`config.mk`:
```
export PLATFORM = sky130hd
export DESIGN_NAME = regf_wb_ctrl
export DESIGN_NICKNAME = d
export VERILOG_FILES = /design/src/rtl/regf_wb_ctrl_pkg.sv /design/src/rtl/regf_wb_ctrl_arb.sv /design/src/rtl/regf_wb_ctrl.sv
export SDC_FILE = /design/constraint.sdc
export NUM_CORES = 1
export LEC_CHECK = 0
export ABC_AREA = 1
export BUFFER_PORTS_ARGS = -buffer_cell sky130_fd_sc_hd__buf_4
export CORE_UTILIZATION = 40
export CTS_CLUSTER_DIAMETER = 200
export DETAILED_ROUTE_END_ITERATION = 6
export GPL_ROUTABILITY_DRIVEN = 0
export PLACE_DENSITY = 0.66
export SLEW_MARGIN = 40
export SYNTH_ARGS = -nofsm -noshare
export SYNTH_HDL_FRONTEND = slang
export SYNTH_SLANG_ARGS = --single-unit
```
`constraint.sdc`:
```
create_clock -name i_clk -period 2.5 [get_ports i_clk]
set_clock_uncertainty 0.15 [all_clocks]
set_input_delay 0.125 -clock i_clk [delete_from_list [all_inputs] [get_ports i_clk]]
set_output_delay 0.125 -clock i_clk [all_outputs]
set_load 0.02 [all_outputs]
```
`src/rtl/regf_wb_ctrl_pkg.sv`:
```
// Shared constants and the writeback-source encoding for the RV32E register-file
// write controller.
package regf_wb_ctrl_pkg;

   localparam int RV_CPU_WIDTH  = 32;
   localparam int RV_REG_NUM    = 16;
   localparam int RV_REG_ADDR_W = 5;

   // Round-robin pointer value: which requester wins the next tie.
   typedef enum logic {
      WB_SRC_EXU = 1'b0,
      WB_SRC_LSU = 1'b1
   } wb_src_e;

   localparam int GNT_EXU = 0;
   localparam int GNT_LSU = 1;

endpackage

```
`src/rtl/regf_wb_ctrl_arb.sv`:
```
// Two-requester round-robin arbiter (bit 0 = EXU, bit 1 = LSU); the pointer
// moves to the other side after every grant.
module rr_arb2
   import regf_wb_ctrl_pkg::*;
(
   input  logic       i_clk,
   input  logic       i_rst,
   input  logic [1:0] i_req,
   output logic [1:0] o_gnt
);

   wb_src_e rr_ptr_q;
   wb_src_e rr_ptr_d;

   always_comb begin
      o_gnt = 2'b00;
      case (i_req)
         2'b01:   o_gnt = 2'b01;
         2'b10:   o_gnt = 2'b10;
         2'b11:   o_gnt = (rr_ptr_q == WB_SRC_EXU) ? 2'b01 : 2'b10;
         default: o_gnt = 2'b00;
      endcase
   end

   always_comb begin
      rr_ptr_d = rr_ptr_q;
      if (o_gnt[GNT_EXU]) begin
         rr_ptr_d = WB_SRC_LSU;
      end else if (o_gnt[GNT_LSU]) begin
         rr_ptr_d = WB_SRC_EXU;
      end
   end

   always_ff @(posedge i_clk or posedge i_rst) begin
      if (i_rst) begin
         rr_ptr_q <= WB_SRC_EXU;
      end else begin
         rr_ptr_q <= rr_ptr_d;
      end
   end

endmodule

```
`src/rtl/regf_wb_ctrl.sv`:
```
// Register-file write-port controller: arbitrates EXU/LSU writebacks into one
// registered write stage and keeps the per-register busy scoreboard for the IDU.
module regf_wb_ctrl
   import regf_wb_ctrl_pkg::*;
#(
   parameter int DATA_W  = RV_CPU_WIDTH,
   parameter int REG_NUM = RV_REG_NUM,
   parameter int ADDR_W  = RV_REG_ADDR_W
) (
   input  logic                i_clk,
   input  logic                i_rst,
   input  logic                i_iss_valid,
   input  logic                i_iss_wen,
   input  logic [ADDR_W-1:0]   i_iss_rd,
   input  logic [ADDR_W-1:0]   i_iss_rs1,
   input  logic [ADDR_W-1:0]   i_iss_rs2,
   output logic                o_iss_stall,
   input  logic                i_exu_valid,
   input  logic [ADDR_W-1:0]   i_exu_waddr,
   input  logic [DATA_W-1:0]   i_exu_wdata,
   output logic                o_exu_ready,
   input  logic                i_lsu_valid,
   input  logic [ADDR_W-1:0]   i_lsu_waddr,
   input  logic [DATA_W-1:0]   i_lsu_wdata,
   output logic                o_lsu_ready,
   output logic                o_rf_en,
   output logic [ADDR_W-1:0]   o_rf_waddr,
   output logic [DATA_W-1:0]   o_rf_wdata,
   output logic [REG_NUM-1:0]  o_busy,
   output logic                o_wb_err
);

   localparam int IDX_W = (REG_NUM > 1) ? $clog2(REG_NUM) : 1;

   // Addresses beyond the implemented registers (and x0) are never tracked.
   function automatic logic tracked(input logic [ADDR_W-1:0] a);
      return (a != '0) && (32'(a) < REG_NUM);
   endfunction

   function automatic logic [IDX_W-1:0] idx(input logic [ADDR_W-1:0] a);
      return a[IDX_W-1:0];
   endfunction

   function automatic logic is_busy(input logic [REG_NUM-1:0] b,
                                    input logic [ADDR_W-1:0]  a);
      return tracked(a) ? b[idx(a)] : 1'b0;
   endfunction

   logic [REG_NUM-1:0] busy_q, busy_d;
   logic               rf_en_q, rf_en_d;
   logic [ADDR_W-1:0]  rf_waddr_q, rf_waddr_d;
   logic [DATA_W-1:0]  rf_wdata_q, rf_wdata_d;
   logic               wb_err_q, wb_err_d;

   logic [1:0]         gnt;
   logic               grant;
   logic [ADDR_W-1:0]  g_addr;
   logic [DATA_W-1:0]  g_data;
   logic               iss_set;

   assign o_iss_stall = i_iss_valid &
                        (is_busy(busy_q, i_iss_rs1) | is_busy(busy_q, i_iss_rs2) |
                         (i_iss_wen & is_busy(busy_q, i_iss_rd)));

   assign iss_set = i_iss_valid & ~o_iss_stall & i_iss_wen & (i_iss_rd != '0);

   rr_arb2 u_arb (
      .i_clk (i_clk),
      .i_rst (i_rst),
      .i_req ({i_lsu_valid, i_exu_valid}),
      .o_gnt (gnt)
   );

   assign o_exu_ready = gnt[GNT_EXU];
   assign o_lsu_ready = gnt[GNT_LSU];
   assign grant       = |gnt;
   assign g_addr      = gnt[GNT_LSU] ? i_lsu_waddr : i_exu_waddr;
   assign g_data      = gnt[GNT_LSU] ? i_lsu_wdata : i_exu_wdata;

   // A granted x0 write is consumed here and never reaches the regfile.
   always_comb begin
      rf_en_d    = grant & (g_addr != '0);
      rf_waddr_d = rf_waddr_q;
      rf_wdata_d = rf_wdata_q;
      if (rf_en_d) begin
         rf_waddr_d = g_addr;
         rf_wdata_d = g_data;
      end
      wb_err_d = wb_err_q | (rf_en_d & ~is_busy(busy_q, g_addr));
   end

   // Clear first, then set, so a same-edge set of the same register wins.
   always_comb begin
      busy_d = busy_q;
      if (rf_en_q && tracked(rf_waddr_q)) begin
         busy_d[idx(rf_waddr_q)] = 1'b0;
      end
      if (iss_set && tracked(i_iss_rd)) begin
         busy_d[idx(i_iss_rd)] = 1'b1;
      end
      busy_d[0] = 1'b0;
   end

   always_ff @(posedge i_clk or posedge i_rst) begin
      if (i_rst) begin
         busy_q     <= '0;
         rf_en_q    <= 1'b0;
         rf_waddr_q <= '0;
         rf_wdata_q <= '0;
         wb_err_q   <= 1'b0;
      end else begin
         busy_q     <= busy_d;
         rf_en_q    <= rf_en_d;
         rf_waddr_q <= rf_waddr_d;
         rf_wdata_q <= rf_wdata_d;
         wb_err_q   <= wb_err_d;
      end
   end

   assign o_busy     = busy_q;
   assign o_rf_en    = rf_en_q;
   assign o_rf_waddr = rf_waddr_q;
   assign o_rf_wdata = rf_wdata_q;
   assign o_wb_err   = wb_err_q;

endmodule

```
== Word level (Yosys, flattened, before mapping) ==
Cells that the tools add are included.
Operators by class
  $lt $le $gt $ge: 12
  equal/unequal tests: 3
  bitwise operators: 15
  multiplexer cells: 24
  reductions and logical operators: 16
Operators by type and width (number)
  $mux 16: 2
  $mux 32: 1
  $lt 4x5->1 const B: 5
  $lt 5x5->1 const B: 5
  $reduce_bool 5->1: 5
  $and 16x16->16: 1
  $bmux 1 s4: 4
  $not 16->16: 1
  $or 16x16->16: 1
  $mux 1: 12
  $logic_and 1x1->1: 9
  $demux 1 s4: 2
  $ge 4x1->1 const B: 2
  $and 1x1->1: 7
  $pmux 2 s3: 1
  $mux 5: 1
  $eq 2x2->1 const B: 2
  $or 1x1->1: 3
  $eq 2x1->1 const B: 1
  $mux 2: 1
  $not 1->1: 2
  $reduce_bool 2->1: 1
  $reduce_or 2->1: 1
Word-level totals
  input bits: 95
  flip-flop bits (word level): 55
  logic and storage cells: 76
  output and inout bits: 58

== Logic depth before layout (Yosys ltp) ==
Gate-level depths: netlist (run 1).
  word-level depth: 12
  mapped depth: 14
  mapped depth without buffers: 14

== By module ==
A second synthesis (run 1) with hierarchy kept.
Unflattened totals
  cells, all modules: 499
  area total of the unflattened synthesis: 3363.2 um^2
Modules (own cells, without submodules)
  regf_wb_ctrl: area an instance 3288.2 um^2, seq. area each 1351.3 um^2, cells each 486, times used 1
  rr_arb2: area an instance 75.1 um^2, seq. area each 25.0 um^2, cells each 13, times used 1

== Least setup slack after synthesis (run 1) ==
No wires, ideal clock.
  path kind: register to register
  start: register u_arb.rr_ptr_q
  end: register rf_waddr_q[0] (netlist: o_rf_waddr[0])
  stages on the path, launching flop included: 14
  required time: 2.233 ns
  arrival: 1.574 ns
  path slack: 0.659 ns
  buffers on the path: 1
  setup time: 0.117 ns
  period minus slack after synthesis: 1.841 ns
  cells stage by stage: dfrtp_1 inv_1 nand2_1 nand2_2 nand2_1 o21ai_2 nand2_1 nor3_2 nand2_1 o21ai_4 inv_4 buf_6 nand2_1 nand2_1
On the way
  word-level cells in the longest chain between the ends: 5
  elaborated cells between the ends (all ways): 6
  classes of those cells: mux: 3; bitwise: 1; reduce/logical: 2
Ends and longest elaborated chain
  start: declaration: RTL line regf_wb_ctrl_arb.sv:12  | wb_src_e rr_ptr_q;
  start signal: assignment: RTL line regf_wb_ctrl_arb.sv:38  | rr_ptr_q <= rr_ptr_d;
  $mux 2 *: RTL line regf_wb_ctrl_arb.sv:20  | 2'b11: o_gnt = (rr_ptr_q == WB_SRC_EXU) ? 2'b01 : 2'b10;
  $pmux 2 s3 *: RTL line regf_wb_ctrl_arb.sv:17  | case (i_req)
  $mux 5: RTL line regf_wb_ctrl.sv:77  | assign g_addr = gnt[GNT_LSU] ? i_lsu_waddr : i_exu_waddr;
  $reduce_bool 5->1: RTL line regf_wb_ctrl.sv:82  | rf_en_d = grant & (g_addr != '0);
  $and 1x1->1: RTL line regf_wb_ctrl.sv:82
  end signal: assignment: RTL line regf_wb_ctrl.sv:114  | rf_waddr_q <= rf_waddr_d;
  end: declaration: RTL line regf_wb_ctrl.sv:51  | logic [ADDR_W-1:0] rf_waddr_q, rf_waddr_d;
Every way passes the cells marked *; elsewhere a longest branch is shown, timed or not.
A chain may end at the register's enable or synchronous reset.

== Worst setup path after layout (run 1) ==
  start: register u_arb.rr_ptr_q
  end: register rf_wdata_q[18] (netlist: o_rf_wdata[18])
On the way
  word-level cells in the longest chain between the ends: 5
  elaborated cells between the ends (all ways): 7
  classes of those cells: mux: 4; bitwise: 1; reduce/logical: 2
Ends and longest elaborated chain
  $mux 2 *: RTL line regf_wb_ctrl_arb.sv:20
  $pmux 2 s3 *: RTL line regf_wb_ctrl_arb.sv:17
  $mux 5: RTL line regf_wb_ctrl.sv:77
  $reduce_bool 5->1: RTL line regf_wb_ctrl.sv:82
  $and 1x1->1: RTL line regf_wb_ctrl.sv:82
  end signal: assignment: RTL line regf_wb_ctrl.sv:115  | rf_wdata_q <= rf_wdata_d;
  end: declaration: RTL line regf_wb_ctrl.sv:52  | logic [DATA_W-1:0] rf_wdata_q, rf_wdata_d;
Marked as above.

==> out/summary.txt, run 1 <==
synthesized area - 3520 sq um
vias in the first global route - 4304
remaining antenna violation count after routing - 0
clk root buf - clkbuf_8
wire length on met1 - 4680 microns
final WL - 11700 microns
Leak - 3.055 nW
Synth Area in Compound Gates - 7.359%
critical path's slowest cell - dfrtp_1
crit path time final - 2.261 ns
CTS max path bufs - 2
DR vias - 4290
All-Layer GR Usage - 27.14%
post-synthesis mux area share - 0%
global-route wire length before repair - 19260 microns
#FFs+latches synth - 55
Core Region - 8382 sq um
Ys Warns - 0
worst vdd ir - 0.0002827 V
wire length on met3 - 900 microns
Seq pwr share - 39.8%
Worst Path Class, Setup - flop to flop
CTS tree - done
Clk pwr share - 15.7%
metal2 WL - 5657 microns
row count - 33
syn_area_per_cell - 6.285 sq um
Max stage delay on crit path - 0.38 ns
P&R area growth vs syn - 55.21%
DRT iter0 DRCs - 160
# nets final - 865
Crit Reg-Reg Endpoint - o_rf_wdata[18]
final slew viol count - 0
final setup TNS - 0 ns
Synth Instances - 560
fin area - 5463 sq um
final setup fails - 0
combinational share of power - 44.5%
layout cell share with drive strength beyond 1 - 22.73%
EDFF count, synth - 0
initial antenna violation count - 0
Hold Violations, Final - 0
Port Buffers - 151
NetSw - 1.492 mW
largest net degree at the start of global routing - 45
initial core utilization - 41.99%
crit-path most repeated cell - nand2_1
Cell variety after synth - 23
clock transition at the registers of the reported paths - 0.09 ns
worst r2r src - u_arb.rr_ptr_q
number of cells on the worst reg-to-reg path - 10
Max-slew headroom - 63.03%
drt first pass iters - 5
crit path capture type - flop
sw frac - 41.48%
DPL Wire Length - 8242 microns
adder and majority gate portion of the synthesized area - 0%
Finished Layout Cells - 875
# clock sinks - 55
CP Max Fanout - 35
critical path startpoint category - flop
WHS Path Cells - 5
max-cap violations - 0
FF-to-FF setup slack - 0.24 ns
Synth Area in Simple Gates - 44.54%
I/O pin count - 153
top layer in use - met4
sequential fraction of the synthesis area - 39.10%
# DRC - 0
top-count cell post-synth - nand2_1
most common library cells after synthesis - nand2_1, dfrtp_1, nand3_1
Critical Path AT - 2.31 ns
Synth Flop Type - dfrtp_1
placed instance count - 805
fin crit share - 90.44%
GRT Residual Overflow - 0
vias per cell - 4.903
hold endpoint - o_rf_wdata[16]
Worst-Margin Slew - 0.5524 ns
Synth top area share - 39.10%
Die ar. - 9179 sq um
Clock Latency Late Sink - 0.30 ns
worst path cell trace - inv_1 > nand2_1 > nand3_1 > nand2_2 > nor3_2 > nand2_1 > o21ai_4 > inv_6 > nand2_1 > nand2_1
Internal Pwr Total - 2.105 mW
CP required - 2.55 ns
antenna cells - 0
unrepaired setup endpoints after global routing - no
outcome - complete, no violations
DIE WIDTH - 95.81 microns
Max Freq - 0.4423 GHz
post-synthesis xor/xnor area fraction - 0%
Avg WL per Cell - 13.37 microns
Die Y - 95.81 microns
Hold Path Class - primary input to flop
largest family of logic cells by synthesized area - simple AND/OR/NAND/NOR gates
Power Density - 658.4 nW/um^2
asr flop ratio synth - 100.0%
critical hold path startpoint - i_exu_wdata[16]
syn nets - 655
leading post-synthesis cells by cell area - dfrtp_1, nand2_1, nand3_1
placed cell areas - 4722 sq um
fillers - 733
Yosys top cell by area - dfrtp_1
CTS H-tree lvls - 2
cts bufs inserted - 5
-- worst max path at each step --
stage	slack, ns	start	endpoint	depth (start not counted)
2_1_floorplan	0.66	u_arb.rr_ptr_q	o_rf_waddr[0]	13
3_3_place_gp	0.31	u_arb.rr_ptr_q	o_rf_wdata[17]	12
3_5_place_dp	0.22	u_arb.rr_ptr_q	o_rf_wdata[19]	11
4_1_cts	0.19	u_arb.rr_ptr_q	o_rf_wdata[31]	11
5_1_grt	0.05	u_arb.rr_ptr_q	o_rf_wdata[10]	10
6_report	0.24	u_arb.rr_ptr_q	o_rf_wdata[18]	10
-- per-layer routing --
| layer | global-route usage (%) | vias to the layer above |
|---|---|---|
| li1 | - | 2154 |
| met1 | 31.04 | 1912 |
| met2 | 47.62 | 187 |
| met3 | 5.766 | 37 |
| met4 | 13.93 | 0 |
| met5 | 0 | - |
-- worst max-delay path, delay by kind of cell, from the launching register on --
family | cells | cell delay, ns
DFF | 1 | 0.38
and+or+nand+nor | 7 | 1.10
AOI/OAI and AO/OA | 1 | 0.23
buffers and inverters | 2 | 0.28
-- cell families (layout without fill, tap and decap cells) --
family          count (synthesis)  after routing
compound gates                 46             46
buf+inv                        65            275
flops                          55             55
other cells                     1              1
simple gates                  393            393
-- registers in the layout, indices dropped and copies added (netlist names) --
signal and cells:
o_rf_wdata 32, o_busy 15, o_rf_waddr 5, o_rf_en 1, o_wb_err 1, u_arb.rr_ptr_q 1
-- area by class of cell --
type,count,area (sq um),share of cell area [%]
inverters,46,180.2,3.298
repair buffers,222,1837,33.62
flip-flops and latches,55,1376,25.19
clock buffers,6,72.57,1.328
multi-input cells,440,1836,33.60
clock inverters,1,30.03,0.5497
well taps,105,131.4,2.405
-- stage by stage --
step / power [mW] / setup slack, ns / utilization [%] / hold slack, ns
final: 3.596 / 0.2391 / 65.17 / 0.01895
after global routing: 3.841 / 0.04915 / 65.17 / 0.03040
after CTS: 3.595 / 0.1897 / 65.08 / 0.01135
after detailed placement: 2.919 / 0.2163 / 56.34 / 0.07114
after global placement: 2.896 / 0.3129 / 56.31 / 0.2297
after floorplan: 2.172 / 0.6589 / - / 0.08229
-- layout by cell type, fill, tap and decap left out, drive strengths merged --
cell type and n:
buf 159, clkbuf 6, dfrtp 55, inv 46, nor2 44, nand2 292
dlygate4sd3 63, bufinv 1, nor3 1, o211ai 3, nand3 51, conb 1
nand3b 2, a21boi 1, nand4 3, o21ai 35, a21oi 7
-- power groups by stage --
stage | sequential, mW | combinational, mW | clock, mW
floorplan | 1.56 | 0.614 | 0
global placement | 1.44 | 1.46 | 0
detailed placement | 1.44 | 1.48 | 0
CTS | 1.42 | 1.59 | 0.580
global route | 1.45 | 1.78 | 0.610
finish | 1.43 | 1.60 | 0.564
-- what timing repair did --
action	CTS	global route
setup buffers	0	0
hold endpoints to repair	74	0
hold buffers	63	0
resized for setup	0	2
endpoints found under the setup margin	0	33
(Power assumes the default switching activity.)
==> run 2, diff against run 1 <==
CORE_MARGIN = 2   (was unset)
==> out/summary.txt, run 2 (same netlist as run 1, synthesis figures left out) <==
layout cell share with drive strength beyond 1 - 22.80%
cts bufs inserted - 5
CP Buf/Inv Count - 2
# clock sinks - 55
final setup fails - 0
Die Y - 97.81 microns
global-route wire length before repair - 19420 microns
critical path startpoint category - flop
met3 track demand over resource - 6.228%
Hold Path Class - primary input to flop
remaining antenna violation count after routing - 0
P&R area growth vs syn - 55.67%
I/O pin count - 153
Power Density - 659.9 nW/um^2
# nets final - 867
unrepaired setup endpoints after global routing - no
max reg flops - 32
GRT Residual Overflow - 0
Max-slew headroom - 60.62%
fin crit share - 89.70%
antenna cells - 0
met2 Usage GRT - 44.67%
CTS H-tree lvls - 2
CP delay by family, top - simple AND/OR/NAND/NOR gates
drt first pass iters - 5
Overall Power - 3.615 mW
Critical Path AT - 2.29 ns
DPL Wire Length - 8179 microns
clk root buf - clkbuf_8
initial antenna violation count - 0
global routing's busiest layer - met2
final slew viol count - 0
largest net degree at the start of global routing - 36
Avg WL per Cell - 13.62 microns
crit-path most repeated cell - nand2_1
row count - 34
vias in the first global route - 4184
grt met1 use - 28.59%
initial core utilization - 40.76%
clock transition at the registers of the reported paths - 0.09 ns
commonest cells after routing, fill and taps aside - nand2_1, buf_4, dlygate4sd3_1, dfrtp_1, nand3_1
DIE WIDTH - 97.81 microns
CTS tree - done
vias per cell - 4.898
commonest non-fill, non-tap cell in the layout - nand2_1
DRT iter0 DRCs - 191
outcome - complete, no violations
worst vdd ir - 0.0002611 V
max-cap violations - 0
critical path's slowest cell - dfrtp_1
Leak - 3.061 nW
final WL - 11990 microns
Core Region - 8636 sq um
Max Freq - 0.4460 GHz
CP required - 2.55 ns
DR vias - 4310
Post-CTS Setup Bufs - 0
Port Buffers - 151
Max stage delay on crit path - 0.35 ns
Worst Path Class, Setup - flop to flop
Clock Latency Late Sink - 0.31 ns
Hold Violations, Final - 0
CTS max path bufs - 2
worst path cell trace - inv_1 > nand2_1 > nand2_2 > nand2_2 > nand2_2 > nor3_2 > nand2_1 > o21ai_4 > inv_8 > nand2_1 > nand2_1
final core utilization - 63.45%
# DRC - 0
final setup TNS - 0 ns
crit path time final - 2.242 ns
crit path capture type - flop
Worst-Margin Slew - 0.5906 ns
Die ar. - 9566 sq um
All-Layer GR Usage - 24.71%
CP Max Fanout - 35
run 2: cell count changes in the layout (fill, tap and decap cells not counted), sizes merged:
cell and delta:
o21ai +1, dlygate4sd3 +1
run 2: layer usage:
| metal | wire [microns] | vias up |
|---|---|---|
| met5 | 0 | - |
| met4 | 330 | 0 |
| met3 | 1048 | 29 |
| met2 | 5895 | 200 |
| met1 | 4712 | 1922 |
| li1 | - | 2159 |
run 2: final timing paths:
path | slack (ns) | from | cells past startpoint | to
max in group asynchronous | 1.54 | i_rst | 4 | o_rf_wdata[17]
hold reg to reg | 0.34 | o_rf_wdata[23] | 2 | o_rf_wdata[23]
hold / removal | 0.007 | i_lsu_wdata[12] | 5 | o_rf_wdata[12]
setup reg to reg | 0.26 | u_arb.rr_ptr_q | 11 | o_rf_wdata[15]
min in group asynchronous | 0.11 | i_rst | 3 | o_busy[5]
setup / recovery | 0.26 | u_arb.rr_ptr_q | 11 | o_rf_wdata[15]
run 2: final cells by class:
cell class	instances	area, sq um
fillers	755	3157
multi-input cells	441	1839
repair buffers	223	1846
clock inverters	1	30.03
well taps	108	135.1
flip-flops and latches	55	1376
inverters	46	180.2
clock buffers	6	72.57
run 2: repair_timing:
action / CTS / global route
hold endpoints to repair: 88 / 0
endpoints found under the setup margin: 0 / 35
hold buffers: 64 / 0
gates resized for setup: 0 / 6
run 2: worst min-delay path, cell delays in order:
cell and delay [ns]:
buf_4 0.08, nand2_1 0.07, nand2_1 0.07, nand2_1 0.05
nand2_1 0.05
run 2: through the flow:
step	worst slack, ns	hold slack, ns	area [sq um]	instances
floorplan	0.6589	0.08229	3520	560
global placement	0.1639	-0.1205	4711	808
detailed placement	0.06622	-0.1166	4711	808
CTS	0.05947	0.002022	5454	879
global route	0.03242	0.008956	5479	880
finish	0.2576	0.007110	5479	880
run 2: power by group:
part	total [mW]	internal, mW	switching [mW]
sequential	1.43	1.10	0.336
combinational	1.61	0.715	0.896
clock	0.573	0.294	0.279
